**src/rtl/uart_rx_frame_parser.sv**
```systemverilog
// Drains the UART RX FIFO, parses SOF/LEN/payload/CHK frames and releases the
// buffered payload on a valid/ready stream only when the XOR checksum matches.
module uart_rx_frame_parser #(
  parameter int MAX_LEN        = 16,
  parameter int TIMEOUT_CYCLES = 4096
) (
  input  logic       clk,
  input  logic       reset,
  input  logic [7:0] rx_data_out,
  input  logic       rx_empty,
  output logic       rx_read,
  output logic [7:0] out_data,
  output logic       out_valid,
  input  logic       out_ready,
  output logic       out_last,
  output logic       frame_ok,
  output logic       frame_err,
  output logic [1:0] err_code
);

  localparam int IDX_W  = $clog2(MAX_LEN + 1);
  localparam int BUF_AW = (MAX_LEN > 1) ? $clog2(MAX_LEN) : 1;
  localparam int TMO_W  = $clog2(TIMEOUT_CYCLES + 1);

  localparam logic [IDX_W-1:0] IDX_ONE   = IDX_W'(1);
  localparam logic [TMO_W-1:0] TMO_ONE   = TMO_W'(1);
  localparam logic [TMO_W-1:0] TMO_LAST  = TMO_W'(TIMEOUT_CYCLES - 1);
  localparam logic [7:0]       SOF       = 8'hA5;
  localparam logic [7:0]       MAX_LEN_B = 8'(MAX_LEN);

  typedef enum logic [2:0] {
    S_IDLE,
    S_LEN,
    S_PAYLOAD,
    S_CHK,
    S_EMIT
  } state_t;

  state_t           state, state_next;
  logic             pending;
  logic [IDX_W-1:0] len_q, idx_q, rd_idx_q;
  logic [7:0]       chk_q;
  logic [TMO_W-1:0] tmo_q;
  logic [7:0]       payload_mem [MAX_LEN];

  logic             in_frame, timeout_hit, handshake, err_set;
  logic [1:0]       err_next;

  always_comb begin
    in_frame    = (state == S_LEN) || (state == S_PAYLOAD) || (state == S_CHK);
    timeout_hit = in_frame && !pending && (tmo_q == TMO_LAST);
    rx_read     = (in_frame || (state == S_IDLE)) && !rx_empty && !pending && !timeout_hit;
    out_valid   = (state == S_EMIT);
    out_data    = out_valid ? payload_mem[rd_idx_q[BUF_AW-1:0]] : 8'h00;
    out_last    = out_valid && (rd_idx_q == (len_q - IDX_ONE));
    handshake   = out_valid && out_ready;
  end

  // A pending fetch means rx_data_out holds a fresh byte this cycle.
  always_comb begin
    state_next = state;
    err_set    = 1'b0;
    err_next   = 2'd0;
    case (state)
      S_IDLE: begin
        if (pending && (rx_data_out == SOF)) state_next = S_LEN;
      end
      S_LEN: begin
        if (pending) begin
          if ((rx_data_out == 8'h00) || (rx_data_out > MAX_LEN_B)) begin
            state_next = S_IDLE;
            err_set    = 1'b1;
            err_next   = 2'd1;
          end else begin
            state_next = S_PAYLOAD;
          end
        end else if (timeout_hit) begin
          state_next = S_IDLE;
          err_set    = 1'b1;
          err_next   = 2'd3;
        end
      end
      S_PAYLOAD: begin
        if (pending) begin
          if ((idx_q + IDX_ONE) == len_q) state_next = S_CHK;
        end else if (timeout_hit) begin
          state_next = S_IDLE;
          err_set    = 1'b1;
          err_next   = 2'd3;
        end
      end
      S_CHK: begin
        if (pending) begin
          if (rx_data_out == chk_q) begin
            state_next = S_EMIT;
          end else begin
            state_next = S_IDLE;
            err_set    = 1'b1;
            err_next   = 2'd2;
          end
        end else if (timeout_hit) begin
          state_next = S_IDLE;
          err_set    = 1'b1;
          err_next   = 2'd3;
        end
      end
      S_EMIT: begin
        if (handshake && out_last) state_next = S_IDLE;
      end
      default: state_next = S_IDLE;
    endcase
  end

  always_ff @(posedge clk or negedge reset) begin
    if (!reset) state <= S_IDLE;
    else        state <= state_next;
  end

  // The idle counter is held at zero outside a frame and whenever a byte is in flight.
  always_ff @(posedge clk or negedge reset) begin
    if (!reset) begin
      pending   <= 1'b0;
      tmo_q     <= '0;
      len_q     <= '0;
      idx_q     <= '0;
      rd_idx_q  <= '0;
      chk_q     <= 8'h00;
      frame_ok  <= 1'b0;
      frame_err <= 1'b0;
      err_code  <= 2'd0;
    end else begin
      pending <= rx_read;
      if (!in_frame || pending) tmo_q <= '0;
      else                      tmo_q <= tmo_q + TMO_ONE;

      case (state)
        S_LEN: begin
          if (pending && (state_next == S_PAYLOAD)) begin
            len_q <= rx_data_out[IDX_W-1:0];
            chk_q <= rx_data_out;
            idx_q <= '0;
          end
        end
        S_PAYLOAD: begin
          if (pending) begin
            chk_q <= chk_q ^ rx_data_out;
            idx_q <= idx_q + IDX_ONE;
          end
        end
        S_CHK: begin
          if (pending) rd_idx_q <= '0;
        end
        S_EMIT: begin
          if (handshake) rd_idx_q <= rd_idx_q + IDX_ONE;
        end
        default: ;
      endcase

      frame_ok  <= handshake && out_last;
      frame_err <= err_set;
      if (err_set) err_code <= err_next;
    end
  end

  always_ff @(posedge clk) begin
    if ((state == S_PAYLOAD) && pending) payload_mem[idx_q[BUF_AW-1:0]] <= rx_data_out;
  end

endmodule

```
**config.mk**
```make
export PLATFORM = sky130hd
export DESIGN_NAME = uart_rx_frame_parser
export DESIGN_NICKNAME = d
export VERILOG_FILES = /design/src/rtl/uart_rx_frame_parser.sv
export SDC_FILE = /design/constraint.sdc
export NUM_CORES = 1
export LEC_CHECK = 0
export CAP_MARGIN = 40
export CORE_UTILIZATION = 40
export DETAILED_ROUTE_END_ITERATION = 10
export GPL_TIMING_DRIVEN = 0
export PLACE_DENSITY = 0.55
export SLEW_MARGIN = 25
export SYNTH_ARGS = -nofsm -noshare
export SYNTH_HDL_FRONTEND = slang
export SYNTH_SLANG_ARGS = --single-unit
```
**constraint.sdc**
```tcl
create_clock -name clk -period 2.7 [get_ports clk]
set_clock_uncertainty 0.05 [all_clocks]
set_input_delay 0.675 -clock clk [delete_from_list [all_inputs] [get_ports clk]]
set_output_delay 0.675 -clock clk [all_outputs]
set_load 0.02 [all_outputs]
```
==> results of run 1 <==
==> layer usage <==
layer | wire length [um] | vias up
li1 | - | 1966
met1 | 7750 | 2222
met2 | 8140 | 75
met3 | 544 | 16
met4 | 265 | 0
met5 | 0 | -
==> critical path, stage by stage (launching register included) <==
cell and delay [ns]:
dfrtp_1 0.39, buf_12 0.16, buf_12 0.14, mux4_2 0.53, mux4_2 0.52, nor2b_4 0.15
buf_6 0.13
==> power by group through the flow <==
stage	sequential (mW)	clock [mW]	combinational, mW
finish	3.00	2.30	0.723
CTS	3.00	2.34	0.661
global route	3.01	2.43	0.782
detailed placement	3.05	0	0.555
global placement	3.05	0	0.529
floorplan	3.04	0	0.342
==> synthesized netlist by cell type (all sizes together), types with 5 or more instances <==
master  count  area, um^2
a21oi       8        40.0
a311oi      5        43.8
and2       11        68.8
and3        8        50.1
buf        10        77.6
clkbuf     13        48.8
dfrtp      44        1100
edfxtp    128        3840
ha          7        87.6
inv         8        30.0
mux4       40         901
nand2      27         101
nand3      16        80.1
nand4       8        50.1
nor2       28         105
nor2b      11        68.8
nor3       10        50.1
o21ai      16        80.1
or3         6        37.5
xnor2      20         175
xor2       14         123
==> flip-flops by register name, summed over array words and instances (netlist names) <==
signal,count
state,3
frame_ok,1
idx_q,5
len_q,5
chk_q,8
payload_mem,128
pending,1
err_code,2
frame_err,1
rd_idx_q,5
tmo_q,13
==> placed cells by master (no fill, tap or decap), types with 13 or more instances in the layout <==
master / instances
buf_4: 40
clkbuf_1: 14
nor2_1: 26
clkbuf_16: 19
mux4_2: 40
xnor2_1: 20
buf_6: 13
edfxtp_1: 128
nand3_1: 15
nand2_1: 25
xor2_1: 14
dfrtp_1: 40
==> what timing repair did <==
action                                 CTS  global route
gates resized for setup                 81            41
pin swaps                                4            10
cloned                                   0             2
endpoints found under the hold margin    0             0
setup buffers                           27            13
setup endpoints to repair               19            12
==> worst max-delay path by stage <==
stage	cells past startpoint	start	end
final	6	rd_idx_q[0]	out_data[3]
after global placement	6	rd_idx_q[1]	out_data[7]
after CTS	6	rd_idx_q[0]	out_data[3]
after detailed placement	6	rd_idx_q[1]	out_data[6]
after floorplan	5	rd_idx_q[1]	out_data[7]
after global routing	6	rd_idx_q[0]	out_data[4]
==> cells by family (layout without fill, tap and decap cells) <==
group	Yosys count	after routing	share of synthesized area, %
AO/OA/AOI/OAI	42	42	3.58
XOR/XNOR	34	34	4.04
adder cells (fa/ha/maj)	7	7	1.19
buffers and inverters	31	133	2.12
flip-flops	172	172	67.1
multiplexers	41	41	12.4
AND/OR/NAND/NOR	138	138	9.67
==> area by class of cell <==
type | count | area share [%]
sequential | 172 | 54.3
multi-input combinational | 262 | 26.7
timing repair buffer | 73 | 7.50
clock buffer | 22 | 4.88
tap | 229 | 3.15
buffer | 22 | 2.12
clock inverter | 8 | 1.03
inverter | 8 | 0.330
==> through the flow <==
| stage | power, mW | std cells |
|---|---|---|
| floorplan | 3.38 | 465 |
| global placement | 3.58 | 720 |
| detailed placement | 3.61 | 721 |
| CTS | 5.99 | 778 |
| global route | 6.22 | 796 |
| finish | 6.02 | 796 |
==> flow_summary.toml, run 1 <==
[drt]
residual_antenna_violating_net_count_after_detailed_routing = 0
drt_iter0_markers = 320
routed_wirelength_um = 16700
drc = 0
routed-via-count = 4279
drt_pass1_iterations = 5
routed_wire_length_per_instance_um = 21.0
detail_route.vias_per_cell = 5.38

[synthesis]
synthesis.area_mm2 = 0.00737
ys_types = 42
mappedNetlistNets = 484
gate_count_of_the_mapped_netlist = 465
async_reset_ff_share_pct = 25.6
synth_warnings = 0
syn-mean-instance-area_um2 = 15.9
synth_flop_cell = "edfxtp_1"
part_of_the_yosys_area_used_for_sequential_elements_pct = 67.1
ys_ff_latch = 172
synth_edf_count = 128

[timing]
timing.setup.tns_ns = -4.01
setup_viol_count_final = 11
share_of_the_cycle_needed_by_the_critical_path_after_routing_pct = 118
max-slew-margin-rel_pct = 48.9
unrepaired_setup_endpoints_after_global_routing = "true"
slew_at_the_pin_with_the_worst_max_slew_slack_ns = 0.767
clock.fmax_mhz = 314
final_hold_viol_count = 0
timing.hold.ws_ns = 0.209
timing_max_transition_violations_final = 0
finalWorstPathRequiredPeriod_ns = 3.18
setup_slack_ns = -0.482

[grt]
first_pass_grt_wire_length_um = 24900
use_met3_pct = 3.75
grt_antenna_before_repair = 0
globalRouteTotalUtil_pct = 18.7
largest_net_degree_at_the_start_of_global_routing = 25
gr_met1_demand_resource_pct = 25.5
number_of_global_route_vias_before_repair = 4283
globalRouteOverflowTotal = 0
use_met2_pct = 29.8
global_route.peak_usage_layer = "met2"

[setup_path]
rrSetupSlack_ns = -0.06
timing.rr.end = "state[2]"
path_class = "register to output pin"
critPathMaxFanout = 7
critical_r2r_launch = "len_q[0]"
critPathArrivalTime_ns = 2.46
worst-r2r-cell-count = 18
timing.critical_path.to_type = "output pin"
cp-start-kind = "register"
worst-endpoint-required_ns = 1.98

[pwr]
pwr-share-seq_pct = 49.8
p_switching_mw = 1.42
peakVddDrop_mv = 0.477
pwr-share-clk_pct = 38.2
p_comb_share_pct = 12.0
power.density_mw_per_mm2 = 661
leakage_nw = 3.21
sw_frac_of_total_pct = 23.6
power.internal_mw = 4.60

[clock_tree]
cts_buffers = 17
cts_hold_buffers = 0
cts_max_path_buffers = 2
h-tree-depth = 4
clk_pin_slew_ns = 0.06
clkSinkCount = 172
cts_root_buffer = "clkbuf_16"
insertion_delay_ns = 0.42
cts_tree = "yes"

[floorplanning]
die_area_mm2 = 0.0190
floorplan.die.width_um = 138
initial_utilization_pct = 40.9
rows = 49
count_of_boundary_i_o_pins = 27
chipHeight_um = 138
core_area_mm2 = 0.0180

[cells_and_area]
fin_area_mm2 = 0.00911
n_antenna_cell = 0
regArea_mm2 = 0.00495
nFillCells = 1518
area_of_the_multi_input_gates_mm2 = 0.00243
fin_nets = 575
fraction_of_final_layout_cells_with_drive_strength_greater_than_1_pct = 28.7
flow.area_growth_from_synthesis_pct = 23.5
final_util_pct = 50.5

[run]
max-cap-violations = 0

[placement]
io_buffers = 26
detailedPlacementHpwl_um = 10300
place_area_mm2 = 0.00794
gp_congestion = 0.776
post-place-ws_ns = -1.11

[run_status]
run_status = "finished, violations left"
violations = "setup timing"

[hold_path]
worstHoldPathType = "input pin to asynchronous set/reset pin"
Power figures use the tool's default switching activity.
==> inputs of run 2 (changes only) <==
--- a/config.mk
+++ b/config.mk
@@ -5,11 +5,11 @@
 export SDC_FILE = /design/constraint.sdc
 export NUM_CORES = 1
 export LEC_CHECK = 0
-export CAP_MARGIN = 40
-export CORE_UTILIZATION = 40
+export CAP_MARGIN = 10
+export CORE_UTILIZATION = 55
 export DETAILED_ROUTE_END_ITERATION = 10
 export GPL_TIMING_DRIVEN = 0
-export PLACE_DENSITY = 0.55
+export PLACE_DENSITY = 0.73
 export SLEW_MARGIN = 25
 export SYNTH_ARGS = -nofsm -noshare
 export SYNTH_HDL_FRONTEND = slang
==> flow_summary.toml, run 2 (synthesized netlist as in run 1, its figures left out) <==
[timing]
finalWorstPathRequiredPeriod_ns = 3.19
slew_at_the_pin_with_the_worst_max_slew_slack_ns = 0.878
setup_viol_count_final = 10
clock.fmax_mhz = 313
timing.setup.tns_ns = -3.86
max-slew-margin-rel_pct = 41.4
unrepaired_setup_endpoints_after_global_routing = "true"
share_of_the_cycle_needed_by_the_critical_path_after_routing_pct = 118
timing_max_transition_violations_final = 0
setup_slack_ns = -0.495
final_hold_viol_count = 0
timing.hold.ws_ns = 0.107

[cells_and_area]
commonest_cells_after_routing_fill_and_taps_aside = "128 x edfxtp_1, 42 x dfrtp_1, 40 x mux4_2"
fin_area_mm2 = 0.00870
final-instance-count-excl-fill = 716
flow.area_growth_from_synthesis_pct = 18.0
mostFrequentLayoutCell = "edfxtp_1"
fraction_of_final_layout_cells_with_drive_strength_greater_than_1_pct = 24.4
max_ffs_per_register = 128
fin_nets = 550
n_antenna_cell = 0

[grt]
grt_antenna_before_repair = 0
number_of_global_route_vias_before_repair = 4177
largest_net_degree_at_the_start_of_global_routing = 31
globalRouteOverflowTotal = 0
globalRouteTotalUtil_pct = 24.2
first_pass_grt_wire_length_um = 24200

[clock_tree]
cts_hold_buffers = 0
cts_max_path_buffers = 2
h-tree-depth = 4
clk_pin_slew_ns = 0.06
clkSinkCount = 172
cts_root_buffer = "clkbuf_16"
insertion_delay_ns = 0.42
cts_buffers = 17
cts_tree = "yes"

[drt]
routed_wirelength_um = 15400
route.met2.wl_um = 7580
drt_iter0_markers = 351
residual_antenna_violating_net_count_after_detailed_routing = 0
routed_wire_length_per_instance_um = 21.5
drt_pass1_iterations = 5
detail_route.vias_per_cell = 5.93
topRoutingLayerUsed = "met4"
met1_wirelength_um = 6760
routed-via-count = 4249
drc = 0
met3RoutedLength_um = 809

[setup_path]
cp-start-kind = "register"
timing.critical_path.to_type = "output pin"
path_class = "register to output pin"
critPathMaxFanout = 7
worst-endpoint-required_ns = 1.98
critPathArrivalTime_ns = 2.47

[placement]
place_area_mm2 = 0.00787
placed_cells = 664
io_buffers = 26
detailedPlacementHpwl_um = 9600
gp_congestion = 0.784

[run_status]
violations = "setup timing"
run_status = "finished, violations left"

[floorplanning]
count_of_boundary_i_o_pins = 27
chipHeight_um = 118
rows = 41
floorplan.die.width_um = 118
core_area_mm2 = 0.0128
die_area_mm2 = 0.0139
initial_utilization_pct = 57.5

[hold_path]
worstHoldPathType = "input pin to asynchronous set/reset pin"

[run]
max-cap-violations = 0

[pwr]
peakVddDrop_mv = 0.399
power.density_mw_per_mm2 = 658
leakage_nw = 3.07
==> run 2: cell types whose count changed in the layout (fill, tap and decap cells not counted), moves of 4 or more <==
cell,previous run,this run
dlygate4sd2_1,6,2
buf_6,13,4
buf_4,40,25
nor2b_1,4,8
==> run 2: final timing paths <==
check	startpoint	endpoint	slack, ns	depth (start not counted)
max	rd_idx_q[0]	out_data[7]	-0.49	6
min	reset	tmo_q[10]	0.11	1
max reg2reg	state[2]	payload_mem[5][3]	0.23	6
min reg2reg	err_code[1]	err_code[1]	0.44	1
max in group asynchronous	reset	state[2]	1.99	2
min in group clk	err_code[1]	err_code[1]	0.44	1
==> run 2: area by class of cell <==
class	count	area [um^2]
inverters	8	30.0
flip-flops and latches	172	4950
clock buffers	19	433
well taps	172	215
repair buffers	48	439
plain buffers	22	193
clock inverters	13	78.8
fillers	874	4130
multi-input cells	262	2360
==> run 2: repair_timing <==
item | CTS | global route
setup buffers | 8 | 11
gates cloned | 2 | 0
endpoints found under the setup margin | 22 | 19
pin swaps | 1 | 4
gates resized for setup | 91 | 20
==> run 2: critical path, cell delays in order (launching register included) <==
cell     delay [ns]
dfrtp_1        0.39
buf_12         0.17
buf_12         0.14
mux4_2         0.55
mux4_2         0.49
nor2b_1        0.14
buf_4          0.16
==> run 2: power breakdown <==
| part | leakage [nW] | internal (mW) | switching (mW) | total, mW |
|---|---|---|---|---|
| combinational | 1.11 | 0.256 | 0.355 | 0.612 |
| sequential | 1.73 | 2.92 | 0.0722 | 3.00 |
| clock | 0.237 | 1.16 | 0.956 | 2.11 |
==> run 2: per-stage QoR <==
stage | utilization [%] | worst slack [ns] | power, mW
2_1_floorplan | - | 0.0483 | 3.38
3_3_place_gp | 61.2 | -0.974 | 3.56
3_5_place_dp | 61.3 | -1.04 | 3.59
4_1_cts | 67.0 | -0.506 | 5.69
5_1_grt | 67.8 | -0.565 | 5.92
6_report | 67.8 | -0.495 | 5.72
==> run 2: metal layers <==
| metal | global-route usage [%] | vias up |
|---|---|---|
| met5 | 0 | - |
| met2 | 36.4 | 123 |
| met3 | 5.33 | 21 |
| met1 | 34.7 | 2187 |
| met4 | 9.38 | 0 |
| li1 | - | 1918 |
==> RTL change, RTL diff (settings of run 1) <==
The parameter `MAX_LEN` goes from 16 to 8.
--- a/src/rtl/uart_rx_frame_parser.sv
+++ b/src/rtl/uart_rx_frame_parser.sv
@@ -1,7 +1,7 @@
 // Drains the UART RX FIFO, parses SOF/LEN/payload/CHK frames and releases the
 // buffered payload on a valid/ready stream only when the XOR checksum matches.
 module uart_rx_frame_parser #(
-  parameter int MAX_LEN        = 16,
+  parameter int MAX_LEN        = 8,
   parameter int TIMEOUT_CYCLES = 4096
 ) (
   input  logic       clk,
Check against the original RTL: not equivalent (a bounded check fails within 10 cycles, from zero or initial values and one cycle with reset low).
==> RTL change against run 1 <==
The flow still finishes with violations (setup timing). Total power down 42%. Critical endpoint is now out_data[7]. Utilization shrank 0.89 points. Register-to-register slack improved by 0.27 ns. Design area down 37%. Wire length shrank 39%. Via count is 30% lower. Worst setup slack better by 0.48 ns. Area after synthesis fell by 34%. Sequential cell count is 67 lower. First-iteration DRC count decreased by 46%.
==> RTL change: results <==
{
  "worstPathMaxFanout": 6,
  "clockRootBuffer": "clkbuf_16",
  "synth_nets": 369,
  "grt_max_degree": 29,
  "dpl.hpwl_mm": 7.02,
  "synth_xor_xnor_area_share": 0.0574,
  "worstReg2RegStart": "state[0]$_DFF_PN0_",
  "design_area_sq_um": 5770,
  "cts_made_buffers": 9,
  "grt_pass1_vias": 3035,
  "critPathSlowestCell": "mux4_2",
  "tns_ns": -0.00427,
  "synth-adder-area-share": 0.0103,
  "leakagePower_nw": 2.14,
  "rrSetupSlack_ns": 0.21,
  "placed_cells": 531,
  "fillerInstances": 1038,
  "setup_ws_ns": -0.00427,
  "drt_iter0_markers": 172,
  "viasPerCell": 5.40,
  "async_flop_share": 0.390,
  "clk_latency_ns": 0.35,
  "synthMuxAreaShare": 0.100,
  "synthDistinctLibCells": 55,
  "vdd_drop_max_uv": 373,
  "largest_reg_flops": 64,
  "drive_above_1_share": 0.263,
  "wl_per_cell_microns": 18.4,
  "max_slew_margin": 0.482,
  "h-tree-depth": 3,
  "synth_common_cells": "edfxtp_1 (64), dfrtp_1 (41), nor2_1 (34)",
  "r2r_end": "payload_mem[4][4]$_DFFE_PP_",
  "gp_congestion": 0.783,
  "dpl_worst_slack_ns": -0.790,
  "final_nets": 421,
  "swShare": 0.257,
  "drt_first_pass_iters": 4,
  "violations": "setup timing",
  "outcome": "complete, but fails checks",
  "grt_usage": 0.181,
  "crit_path_max_incr_delay_ns": 0.51,
  "postSynthAreaPerCell_sq_um": 13.7,
  "seq_area_frac_synth": 0.609,
  "finalNonFillerCells": 553,
  "synth-edff-count": 64,
  "grt_first_pass_wirelength_mm": 16.9,
  "post_dp_cell_area_sq_um": 5370,
  "synth_compound_area_frac": 0.0734,
  "hold_ws_ns": 0.171,
  "setup_viol": 1,
  "clk_pin_slew_ns": 0.08,
  "hold_viol": 0,
  "reg2reg_depth": 7,
  "synthTopCellsByArea": "edfxtp_1 (40%), dfrtp_1 (21%), mux4_2 (7.4%)"
}
## RTL change: cell count changes after synthesis, moves of 5 or more
cell / change
a21oi_1: +5
a311oi_1: -5
and2_1: -10
and3_1: -7
buf_2: -5
edfxtp_1: -64
mux2i_1: +7
mux4_2: -24
nand2_1: -6
nor2_1: +6
nor2b_1: -9
o21ai_1: -12
## RTL change: repair_timing
action | 4_1_cts | 5_1_grt
endpoints found under the setup margin | 15 | 10
cloned | 0 | 0
buffers inserted | 2 | 3
resized for setup | 66 | 7
pin swaps | 2 | 3
hold endpoints to repair | 0 | 0
## RTL change: kinds of logic (layout without fill, tap and decap cells)
kind of cell	count (synthesis)	in the layout
flops	105	105
mux	28	28
compound gates	51	51
simple gates	112	112
fa+ha+maj	4	4
xor+xnor	30	30
buf+inv	23	80
## RTL change: cell type report
type	instances	area share
buffer	17	0.0250
clock buffer	9	0.0391
clock inverter	7	0.00911
inverter	6	0.00391
multi-input combinational	225	0.319
sequential	105	0.511
tap	143	0.0310
timing repair buffer	41	0.0616
## RTL change: per-layer routing
metal / up-vias / share of wire / global-route usage
met3: 12 / 0.029 / 0.0286
met4: 0 / 0.017 / 0.0693
met2: 43 / 0.45 / 0.271
met5: - / 0 / 0
met1: 1507 / 0.50 / 0.267
li1: 1426 / - / -
## RTL change: power by group through the flow
stage	Sequential [W]	Clock [W]	Combinational [W]
3_5_place_dp	0.00184	0	0.000425
2_1_floorplan	0.00183	0	0.000293
6_report	0.00181	0.00125	0.000455
3_3_place_gp	0.00184	0	0.000414
4_1_cts	0.00181	0.00129	0.000450
5_1_grt	0.00182	0.00136	0.000504
## RTL change: worst max-delay path by stage
stage / end
3_5_place_dp: out_data[5]
4_1_cts: out_data[5]
5_1_grt: out_data[7]
6_report: out_data[7]
2_1_floorplan: out_data[0]
3_3_place_gp: out_data[5]
